[src/rtl/fmcw_ramp_sync.sv]
// fmcw_ramp_sync: derives per-chirp capture timing (start strobe, sample window,
// chirp index, frame done) from the synthesizer MUXOUT ramp-status pin.
module fmcw_ramp_sync #(
   parameter int SETTLE_CYCLES    = 64,
   parameter int SAMPLE_CYCLES    = 2048,
   parameter int CHIRPS_PER_FRAME = 16,
   parameter int TIMEOUT_CYCLES   = 8192,
   localparam int CW = (CHIRPS_PER_FRAME > 1) ? $clog2(CHIRPS_PER_FRAME) : 1
) (
   input  logic          clk,
   input  logic          rst_n,
   input  logic          config_done,
   input  logic          arm,
   input  logic          muxout,
   output logic          busy,
   output logic          chirp_start,
   output logic          sample_en,
   output logic [CW-1:0] chirp_idx,
   output logic          frame_done,
   output logic [1:0]    err
);
   localparam int TMAX = (SETTLE_CYCLES > SAMPLE_CYCLES) ?
                         ((SETTLE_CYCLES > TIMEOUT_CYCLES) ? SETTLE_CYCLES : TIMEOUT_CYCLES) :
                         ((SAMPLE_CYCLES > TIMEOUT_CYCLES) ? SAMPLE_CYCLES : TIMEOUT_CYCLES);
   localparam int TW = $clog2(TMAX + 1);
   localparam logic [TW-1:0] SETTLE_END  = TW'(SETTLE_CYCLES - 1);
   localparam logic [TW-1:0] SAMPLE_END  = TW'(SAMPLE_CYCLES - 1);
   localparam logic [TW-1:0] TIMEOUT_END = TW'(TIMEOUT_CYCLES - 1);
   localparam logic [CW-1:0] LAST_CHIRP  = CW'(CHIRPS_PER_FRAME - 1);

   typedef enum logic [1:0] {IDLE, WAIT_RAMP, SETTLE, SAMPLE} state_t;

   state_t        state;
   logic [TW-1:0] timer;
   logic [2:0]    sync;
   logic          ramp_edge;

   // two synchronizer flops, a third for edge history; the edge itself is registered
   always_ff @(posedge clk) begin
      if (!rst_n) begin
         sync      <= '0;
         ramp_edge <= 1'b0;
      end else begin
         sync      <= {sync[1:0], muxout};
         ramp_edge <= sync[1] & ~sync[2];
      end
   end

   always_ff @(posedge clk) begin
      if (!rst_n) begin
         state       <= IDLE;
         timer       <= '0;
         busy        <= 1'b0;
         chirp_start <= 1'b0;
         sample_en   <= 1'b0;
         chirp_idx   <= '0;
         frame_done  <= 1'b0;
         err         <= '0;
      end else begin
         chirp_start <= 1'b0;
         frame_done  <= 1'b0;
         if (state == IDLE) begin
            if (arm && config_done) begin
               state     <= WAIT_RAMP;
               busy      <= 1'b1;
               chirp_idx <= '0;
               err       <= '0;
               timer     <= '0;
            end
         end else if (!config_done) begin
            state     <= IDLE;
            busy      <= 1'b0;
            sample_en <= 1'b0;
         end else if (state == WAIT_RAMP) begin
            // an edge on the terminal cycle still counts as a ramp
            if (ramp_edge) begin
               chirp_start <= 1'b1;
               timer       <= '0;
               state       <= SETTLE;
            end else if (timer == TIMEOUT_END) begin
               err[0] <= 1'b1;
               busy   <= 1'b0;
               state  <= IDLE;
            end else begin
               timer <= timer + 1'b1;
            end
         end else if (ramp_edge) begin
            err[1]    <= 1'b1;
            sample_en <= 1'b0;
            busy      <= 1'b0;
            state     <= IDLE;
         end else if (state == SETTLE) begin
            if (timer == SETTLE_END) begin
               timer     <= '0;
               sample_en <= 1'b1;
               state     <= SAMPLE;
            end else begin
               timer <= timer + 1'b1;
            end
         end else begin
            if (timer == SAMPLE_END) begin
               sample_en <= 1'b0;
               timer     <= '0;
               if (chirp_idx == LAST_CHIRP) begin
                  frame_done <= 1'b1;
                  busy       <= 1'b0;
                  state      <= IDLE;
               end else begin
                  chirp_idx <= chirp_idx + 1'b1;
                  state     <= WAIT_RAMP;
               end
            end else begin
               timer <= timer + 1'b1;
            end
         end
      end
   end
endmodule

[config.mk]
export PLATFORM = sky130hd
export DESIGN_NAME = fmcw_ramp_sync
export DESIGN_NICKNAME = d
export VERILOG_FILES = /design/src/rtl/fmcw_ramp_sync.sv
export SDC_FILE = /design/constraint.sdc
export NUM_CORES = 1
export LEC_CHECK = 0
export ABC_AREA = 1
export CAP_MARGIN = 10
export CORE_MARGIN = 3
export CORE_UTILIZATION = 52
export CTS_CLUSTER_DIAMETER = 60
export DETAILED_ROUTE_END_ITERATION = 7
export PLACE_DENSITY = 0.75
export SYNTH_ARGS = -nofsm -noshare
export SYNTH_HDL_FRONTEND = slang
export SYNTH_SLANG_ARGS = --single-unit
[constraint.sdc]
create_clock -name clk -period 1.8 [get_ports clk]
set_input_delay 0.36 -clock clk [delete_from_list [all_inputs] [get_ports clk]]
set_output_delay 0.36 -clock clk [all_outputs]
set_load 0.01 [all_outputs]
# After elaboration in Yosys (flattened, before gate mapping)
# Cells that the tools add are included.
[totals]
romBits = 0
ff_bits = 30
memories = 0
output_inout_bits = 10
in_bits = 5
wordCells = 115
ramBits = 0
latchBits = 0
[op_classes]
multipliers = 0
n_addsub = 2
n_eq_ne = 24
n_div = 0
reduce_logical = 16
mux = 55
magnitude_cmp = 0
shifts = 0
bitwise = 7
[ops]
columns = ["cell", "n"]
rows = [
  ["14-bit 2-to-1 mux", 10],
  ["4-bit 2-to-1 mux", 8],
  ["2-bit 2-to-1 mux", 13],
  ["1-bit 2-to-1 mux", 24],
  ["4-bit AND reduction", 4],
  ["14-bit by 1-bit adder with 14-bit output (second input constant)", 1],
  ["14-bit by 11-bit == test with 1-bit output (second input constant)", 1],
  ["14-bit by 13-bit == test with 1-bit output (second input constant)", 1],
  ["14-bit by 6-bit == test with 1-bit output (second input constant)", 1],
  ["5-bit by 1-bit != test with 1-bit output (second input constant)", 2],
  ["2-bit nonzero test", 5],
  ["2-bit != test (second input constant)", 4],
  ["4-bit by 3-bit != test with 1-bit output (second input constant)", 2],
  ["4-bit != test (second input constant)", 2],
  ["7-bit AND reduction", 1],
  ["7-bit OR reduction", 1],
  ["6-bit by 1-bit != test with 1-bit output (second input constant)", 1],
  ["6-bit by 5-bit != test with 1-bit output (second input constant)", 1],
  ["1-bit inverter", 6],
  ["6-bit AND reduction", 1],
  ["5-bit by 4-bit != test with 1-bit output (second input constant)", 1],
  ["5-bit != test (second input constant)", 1],
  ["5-bit AND reduction", 1],
  ["4-bit by 1-bit adder with 4-bit output (second input constant)", 1],
  ["other kinds (10)", 11],
]

# Depth between registers and ports, before layout
[logic_depth]
word_depth = 8
mapped_depth = 13
mapped_depth_nobuf = 12

# Least setup slack after synthesis
# OpenSTA, ideal clock, no wires.
[synth_path]
kind = "reg2reg"
from = "reg state[0]"
to = "reg timer[2]"
n_path_buf = 2
synth_period_minus_slack_ns = 1.698
stages_incl_launch_ff = 13
t_arrival_ns = 1.583
slack_ns = 0.102
cell_sequence = "dfxtp_1 > inv_1 > ha_1 > buf_2 > o21ai_1 > o21ai_0 > inv_2 > nand2_4 > inv_2 > buf_6 > nand2_2 > o21ai_1 > nor2_1"
[synth_via]
elab_chain_len = 6
word_cells_on_any_way = 13
classes_between = "eq/ne (5); mux (5); reduce/logical (3)"
[synth_lines]
columns = ["item", "line", "source"]
rows = [
  ["start, declared", "33", "state_t state;"],
  ["start signal, assigned", "51", "state <= IDLE;"],
  ["start signal, assigned", "64", "state <= WAIT_RAMP;"],
  ["start signal, assigned", "71", "state <= IDLE;"],
  ["2-bit == test", "92", "end else if (state == SETTLE) begin"],
  ["14-bit 2-to-1 mux", "92", ""],
  ["14-bit 2-to-1 mux", "87", "end else if (ramp_edge) begin"],
  ["14-bit 2-to-1 mux", "74", "end else if (state == WAIT_RAMP) begin"],
  ["14-bit 2-to-1 mux", "70", "end else if (!config_done) begin"],
  ["14-bit 2-to-1 mux", "62", "if (state == IDLE) begin"],
  ["end signal, assigned", "85", "timer <= timer + 1'b1;"],
  ["end signal, assigned", "98", "timer <= timer + 1'b1;"],
  ["end signal, assigned", "113", "timer <= timer + 1'b1;"],
  ["end, declared", "34", "logic [TW-1:0] timer;"],
]
# Several ways; a longest one is shown, not always the timed one. The select of a mux whose other input is x is not followed.
# A chain may end at the register's enable or synchronous reset.

# Final worst setup path
[layout_path]
from = "reg timer[1]"
to = "reg chirp_idx[2]"
[layout_via]
elab_chain_len = 3
[layout_lines]
columns = ["item", "line", "source"]
rows = [
  ["14-bit by 11-bit == test with 1-bit output", "101", "if (timer == SAMPLE_END) begin"],
  ["2-bit nonzero test (no line)", "-", ""],
  ["7-bit AND reduction (no line)", "-", ""],
  ["end signal, assigned", "109", "chirp_idx <= chirp_idx + 1'b1;"],
  ["end, declared", "18", "output logic [CW-1:0] chirp_idx,"],
]
# Every way passes these cells.

==> results.sh <==
export IMPL_status="finished clean"
export IMPL_place_congestion=0.9050
export IMPL_async_reset_ff_share_pct=0
export IMPL_cts_root_buffer="clkbuf_8"
export IMPL_start_util_pct=55.43
export IMPL_worstPathMaxFanout=6
export IMPL_postSynthNetCount=310
export IMPL_final_period_utilization_pct=92.29
export IMPL_initial_antenna_violation_count=0
export IMPL_grt_met1_usage_pct=32.92
export IMPL_path_class="reg2reg"
export IMPL_drt_pre_antenna_iters=4
export IMPL_fin_crit_ns=1.661
export IMPL_post_cts_hold_buffer_count=0
export IMPL_power_share_combinational_pct=45.2
export IMPL_worst_r2r_setup_slack_ns=0.14
export IMPL_grt_pass1_wl_um=8362
export IMPL_die_h_um=66.58
export IMPL_numCtsBuffers=5
export IMPL_clock_tree_htree_level_count=2
export IMPL_worstSkewPairLatency_ns=0.29
export IMPL_boundaryPins=15
export IMPL_worst_slew_pin_slew_ns=0.4885
export IMPL_track_usage_pct=24.82
export IMPL_worstReg2RegStart="timer[1]"
export IMPL_seq_area_sq_um=601.8
export IMPL_internal_power_mw=1.522
export IMPL_antennaDiodeCount=0
export IMPL_total_number_of_clock_tree_sinks=30
export IMPL_clk_transition_reported_paths_ns=0.07
export IMPL_core_area_sq_mm=0.003442
export IMPL_power_switching_fraction_pct=39.31
export IMPL_synth_enable_flop_cells=0
export IMPL_drt_wirelength_per_cell_um=12.23
export IMPL_holdPathStages=1
export IMPL_synth_seq_area_share_pct=31.48
export IMPL_cp_data_required_time_ns=1.98
export IMPL_ys_types=31
export IMPL_grt_start_max_net_pins=13
export IMPL_stdcell_count=395
export IMPL_synth_cells=298
export IMPL_finalMaxSlewViolations=0
export IMPL_die_area_sq_mm=0.004432
export IMPL_fill_cells=283
export IMPL_detailedPlacementHpwl_um=3556
export IMPL_ant_nets=0
export IMPL_critical_path_buffer_and_inverter_count=1
export IMPL_final_area_sq_mm=0.002474
export IMPL_finalHoldViolCount=0
export IMPL_synth_ff_latch_count=30
export IMPL_globalRoute_busiestLayer="met2"
export IMPL_vdd_ir_drop_max_mv=0.8921
export IMPL_regToRegEndpoint="chirp_idx[2]"
export IMPL_drive_gt1_share_pct=19.77
export IMPL_cp_end_kind="flop"
export IMPL_synth_area_leader_cell="dfxtp_1"
export IMPL_pwr_share_clk_pct=23.2
export IMPL_final_setup_skew_ns=0.009777
export IMPL_final_net_count=360
export IMPL_synth_commonest_cells="nand2_1 (78), nor2_1 (42), inv_1 (34)"
export IMPL_leakagePower_nw=1.091
export IMPL_drtIter0Drc=182
export IMPL_powerDensity_mw_per_mm2=1014
export IMPL_global_route_overflow_total=0
export IMPL_yosys_top_cells_area="dfxtp_1 (31%), nand2_1 (15%), nor2_1 (8.3%)"
export IMPL_rows=21
export IMPL_sequentialPowerShare_pct=31.6
export IMPL_yosys_warnings=0
export IMPL_clk_path_buf_depth=2
export IMPL_grtUsageMet3_pct=4.722
export IMPL_critPathMaxStageDelay_ns=0.37
export IMPL_worst_path_setup_slack_after_routing_ns=0.1387
export IMPL_drv_max_cap_violation_count=0
export IMPL_multiInputGateArea_sq_mm=0.001146
export IMPL_critPathTopFamily="simple AND/OR/NAND/NOR gates"
export IMPL_placed_cell_area_sq_mm=0.002337
export IMPL_post_synth_cell_area_avg_sq_um=6.403
export IMPL_hold_path_startpoint="sync[2]"
export IMPL_chip_width_um=66.58
export IMPL_fmaxAchievable_ghz=0.6019
export IMPL_timing_critical_path_cells="ha_4, nand3_2, nor2_2, nand2_1, or2_1, nand2_2, inv_2, o21ai_1, nor2_1"
export IMPL_tns_ns=0
export IMPL_grt_pass1_vias=1864
export IMPL_final_wirelength_um=4831
export IMPL_max_slew_margin_pct=67.18
export IMPL_switchingPower_uw=985.9
export IMPL_drc_errors=0
export IMPL_clock_tree_from_tritoncts="done"
export IMPL_numPlacedInstances=386
export IMPL_worstPathArrival_ns=1.84
export IMPL_worst_path_max_delay_cell="dfxtp_1"
export IMPL_whs_endpoint="ramp_edge"
export IMPL_via_cell_ratio=5.096
export IMPL_final_setup_viol_count=0
export IMPL_dominantRegCellSynth="dfxtp_1"
export IMPL_syn_cell_area_sq_mm=0.001908
export IMPL_netlist_area_leader_share_pct=31.48
export IMPL_use_met2_pct=39.23
export IMPL_ff2ff_path_depth=9
export IMPL_port_buffers=14
export IMPL_nature_of_the_critical_path_startpoint="flop"
export IMPL_hp_class="reg2reg"
export IMPL_detailedPlace_worstSlack_ns=-0.09539
export IMPL_route_vias_total=2013
export IMPL_area_growth_synth_to_final_pct=29.64
export IMPL_synthMostInstantiatedCell="nand2_1"
export IMPL_whs_ns=0.3764
## power groups by stage
stage / clock, mW / sequential [mW] / combinational, mW
2_1_floorplan: 0 / 0.814 / 0.644
3_3_place_gp: 0 / 0.795 / 1.03
3_5_place_dp: 0 / 0.800 / 1.05
4_1_cts: 0.588 / 0.785 / 1.08
5_1_grt: 0.623 / 0.802 / 1.28
6_report: 0.582 / 0.792 / 1.13
## how the worst max path moves through the flow
stage                            from           end  slack, ns  cells after the start
final                        timer[1]  chirp_idx[2]       0.14                      9
after global routing         state[1]  chirp_idx[2]      -0.03                     10
after CTS                    timer[0]  chirp_idx[2]      0.002                      9
after detailed placement  config_done  chirp_idx[2]       -0.1                     10
after global placement    config_done  chirp_idx[2]      -0.08                     10
after floorplan              state[0]      timer[2]       0.10                     12
## sequential cells by signal, summed over array words and instances (netlist names)
register,cells
busy,1
chirp_idx,4
chirp_start,1
err,2
frame_done,1
ramp_edge,1
sample_en,1
state,2
sync,3
timer,14
## cell type report
cell class | instances | area share [%]
inverters | 39 | 5.918
multi-input cells | 222 | 46.33
well taps | 46 | 2.327
clock buffers | 6 | 3.338
clock inverters | 2 | 0.5058
flip-flops and latches | 30 | 24.33
repair buffers | 50 | 17.25
## worst register-to-register path, cell delays in order (launching register included)
cell	delay (ns)
dfxtp_1	0.37
ha_4	0.18
nand3_2	0.12
nor2_2	0.17
nand2_1	0.12
or2_1	0.25
nand2_2	0.12
inv_2	0.06
o21ai_1	0.12
nor2_1	0.05
## cells in the final DEF, fill, tap and decap left out, drive strengths merged
cell type,synthesis,routed
or2,1,1
o21bai,1,1
xnor2,1,1
inv,38,38
clkinv,1,2
dfxtp,30,30
clkinvlp,0,1
a31oi,1,1
nor2,46,46
o21ai,11,11
o21a,2,2
xor2,2,2
a211oi,1,1
o221ai,1,1
buf,5,36
ha,7,7
nor3,4,4
nand3b,3,3
clkdlybuf4s50,0,14
clkbuf,2,6
a21oi,18,18
nand3,32,32
nand2,86,86
nand4,5,5
## repair_timing
item / CTS / global route
buffers inserted: 0 / 1
pin swaps: 0 / 1
endpoints found under the setup margin: 2 / 18
resized for setup: 2 / 8
## through the flow
step	total power, mW	util (%)
after floorplan	1.459	-
after global placement	1.829	67.90
after detailed placement	1.849	67.90
after CTS	2.450	70.81
after global routing	2.705	71.86
final	2.508	71.86
## kinds of logic after synthesis
family	after synthesis	share of synthesized area (%)
flip-flops	30	31.48
AND/OR/NAND/NOR	177	42.62
XOR/XNOR	3	1.377
adder cells (fa/ha/maj)	7	4.590
AO/OA/AOI/OAI	35	9.968
buffers and inverters	46	9.967
## metal layers
metal	part of all wire [%]	vias to the layer above
li1	-	1053
met1	47	889
met2	45	60
met3	6.5	11
met4	1.4	0
met5	0	-
(Power assumes the default switching activity.)
==> RTL edit (config.mk and constraints unchanged) <==
`CHIRPS_PER_FRAME`: 16 -> 32.
--- a/src/rtl/fmcw_ramp_sync.sv
+++ b/src/rtl/fmcw_ramp_sync.sv
@@ -4,5 +4,5 @@
    parameter int SETTLE_CYCLES    = 64,
    parameter int SAMPLE_CYCLES    = 2048,
-   parameter int CHIRPS_PER_FRAME = 16,
+   parameter int CHIRPS_PER_FRAME = 32,
    parameter int TIMEOUT_CYCLES   = 8192,
    localparam int CW = (CHIRPS_PER_FRAME > 1) ? $clog2(CHIRPS_PER_FRAME) : 1
Interface: changed (resized chirp_idx); port bits go from 15 to 16. The function was not compared with the original's and may differ.
==> RTL edit against the original RTL <==
Sequential cell count grew 1. Area after synthesis is 4.4% higher. Cell area rose by 5.1%. Routed wire length grew 1.6%. Sequential share of layout area decreased by 0.32 points. Worst setup slack improved by 6.1 ps. Via count up 6.2%. Hold slack gained 22 ps. First-iteration DRC count decreased by 2.7%. Die area is 4.0% higher. Highest routed layer unchanged. Non-clock buffer count shrank 5.
Power is not compared: it rests on default switching activity, and its combinational part moved more than twofold at a synthesized area within 25%.
==> RTL edit: results (changes against the original RTL) <==
----------------------------------------------------
[Outcome]
  Status ... complete, no violations (unchanged)

[Logic synthesis]
  Mean instance size in the synthesized netlist ... 6.28 sq um (was 6.40 sq um)
  Post-synthesis adder-cell area fraction ... 5.03% (was 4.59%)
  Mapped Nets ... 330 (was 310)
  Share of the synthesized area in compound gates (AO/OA/AOI/OAI) ... 8.42% (was 9.97%)
  Sequential fraction of the synthesis area ... 31.2% (was 31.5%)

[Global route]
  Met2 routing resource usage after global routing ... 37.8% (was 39.2%)
  GR Util All Layers ... 24.0% (was 24.8%)
  Pin count of the biggest net entering global routing ... 14 (was 13)
  Number of global-route vias before repair ... 1985 (was 1864)
  Fraction of met1 tracks used by global routing ... 32.5% (was 32.9%)
  Global-route wire length before repair ... 8470 microns (was 8360 microns)
  Met3 demand-to-capacity share in global routing ... 5.25% (was 4.72%)

[STA]
  Post-Route Hold Slack ... 398 ps (was 376 ps)

[Placement]
  Worst slack at placement ... -160 ps (was -95.4 ps)
  Instance count after placement with tap cells included ... 402 (was 386)
  Global placement routability congestion ... 0.949 (was 0.905)

[Route]
  Routed via count divided by cell count ... 5.19 (was 5.10)
  Initial DRC count ... 177 (was 182)

[Final layout]
  Multi-Input Combinational ... 232 (was 222)
  Clock tree cell share of total cell area ... 5.25% (was 3.84%)
  Sequential cell area share ... 24.0% (was 24.3%)
  Seq cells ... 31 (was 30)
  Non-clock buffering overhead in the final layout ... 14.4% (was 17.2%)

[Critical path]
  Critical register-to-register path endpoint ... timer[13] (was chirp_idx[2])

----------------------------------------------------
## RTL edit: repair_timing
item	in CTS	in global routing
setup endpoints to repair	0	24
setup buffers	0	1
resized for setup	0	25
## RTL edit: logic make-up after synthesis
kind of cell             after synthesis
AND/OR/NAND/NOR                      191
AO/OA/AOI/OAI                         30
adder cells (fa/ha/maj)                8
XOR/XNOR                               2
buffers and inverters                 55
flip-flops                            31
## RTL edit: report_power, final
group          switching [mW]  internal [mW]  total (mW)
Sequential             0.0185          0.712       0.731
Combinational           0.279          0.207       0.486
Clock                   0.268          0.552       0.820
Total                   0.565           1.47        2.04
## RTL edit: worst max-delay path by stage
stage / from / endpoint / slack (ps)
floorplan: state[0] / timer[10] / 40
global placement: config_done / timer[1] / -100
detailed placement: config_done / timer[0] / -160
CTS: state[1] / timer[13] / 20
global route: state[1] / chirp_idx[2] / -30
finish: timer[1] / timer[13] / 140
## RTL edit: metal layers
metal	up-vias	wire (microns)
met5	-	0
met4	0	99
met3	18	337
met2	106	2160
met1	921	2310
li1	1093	-
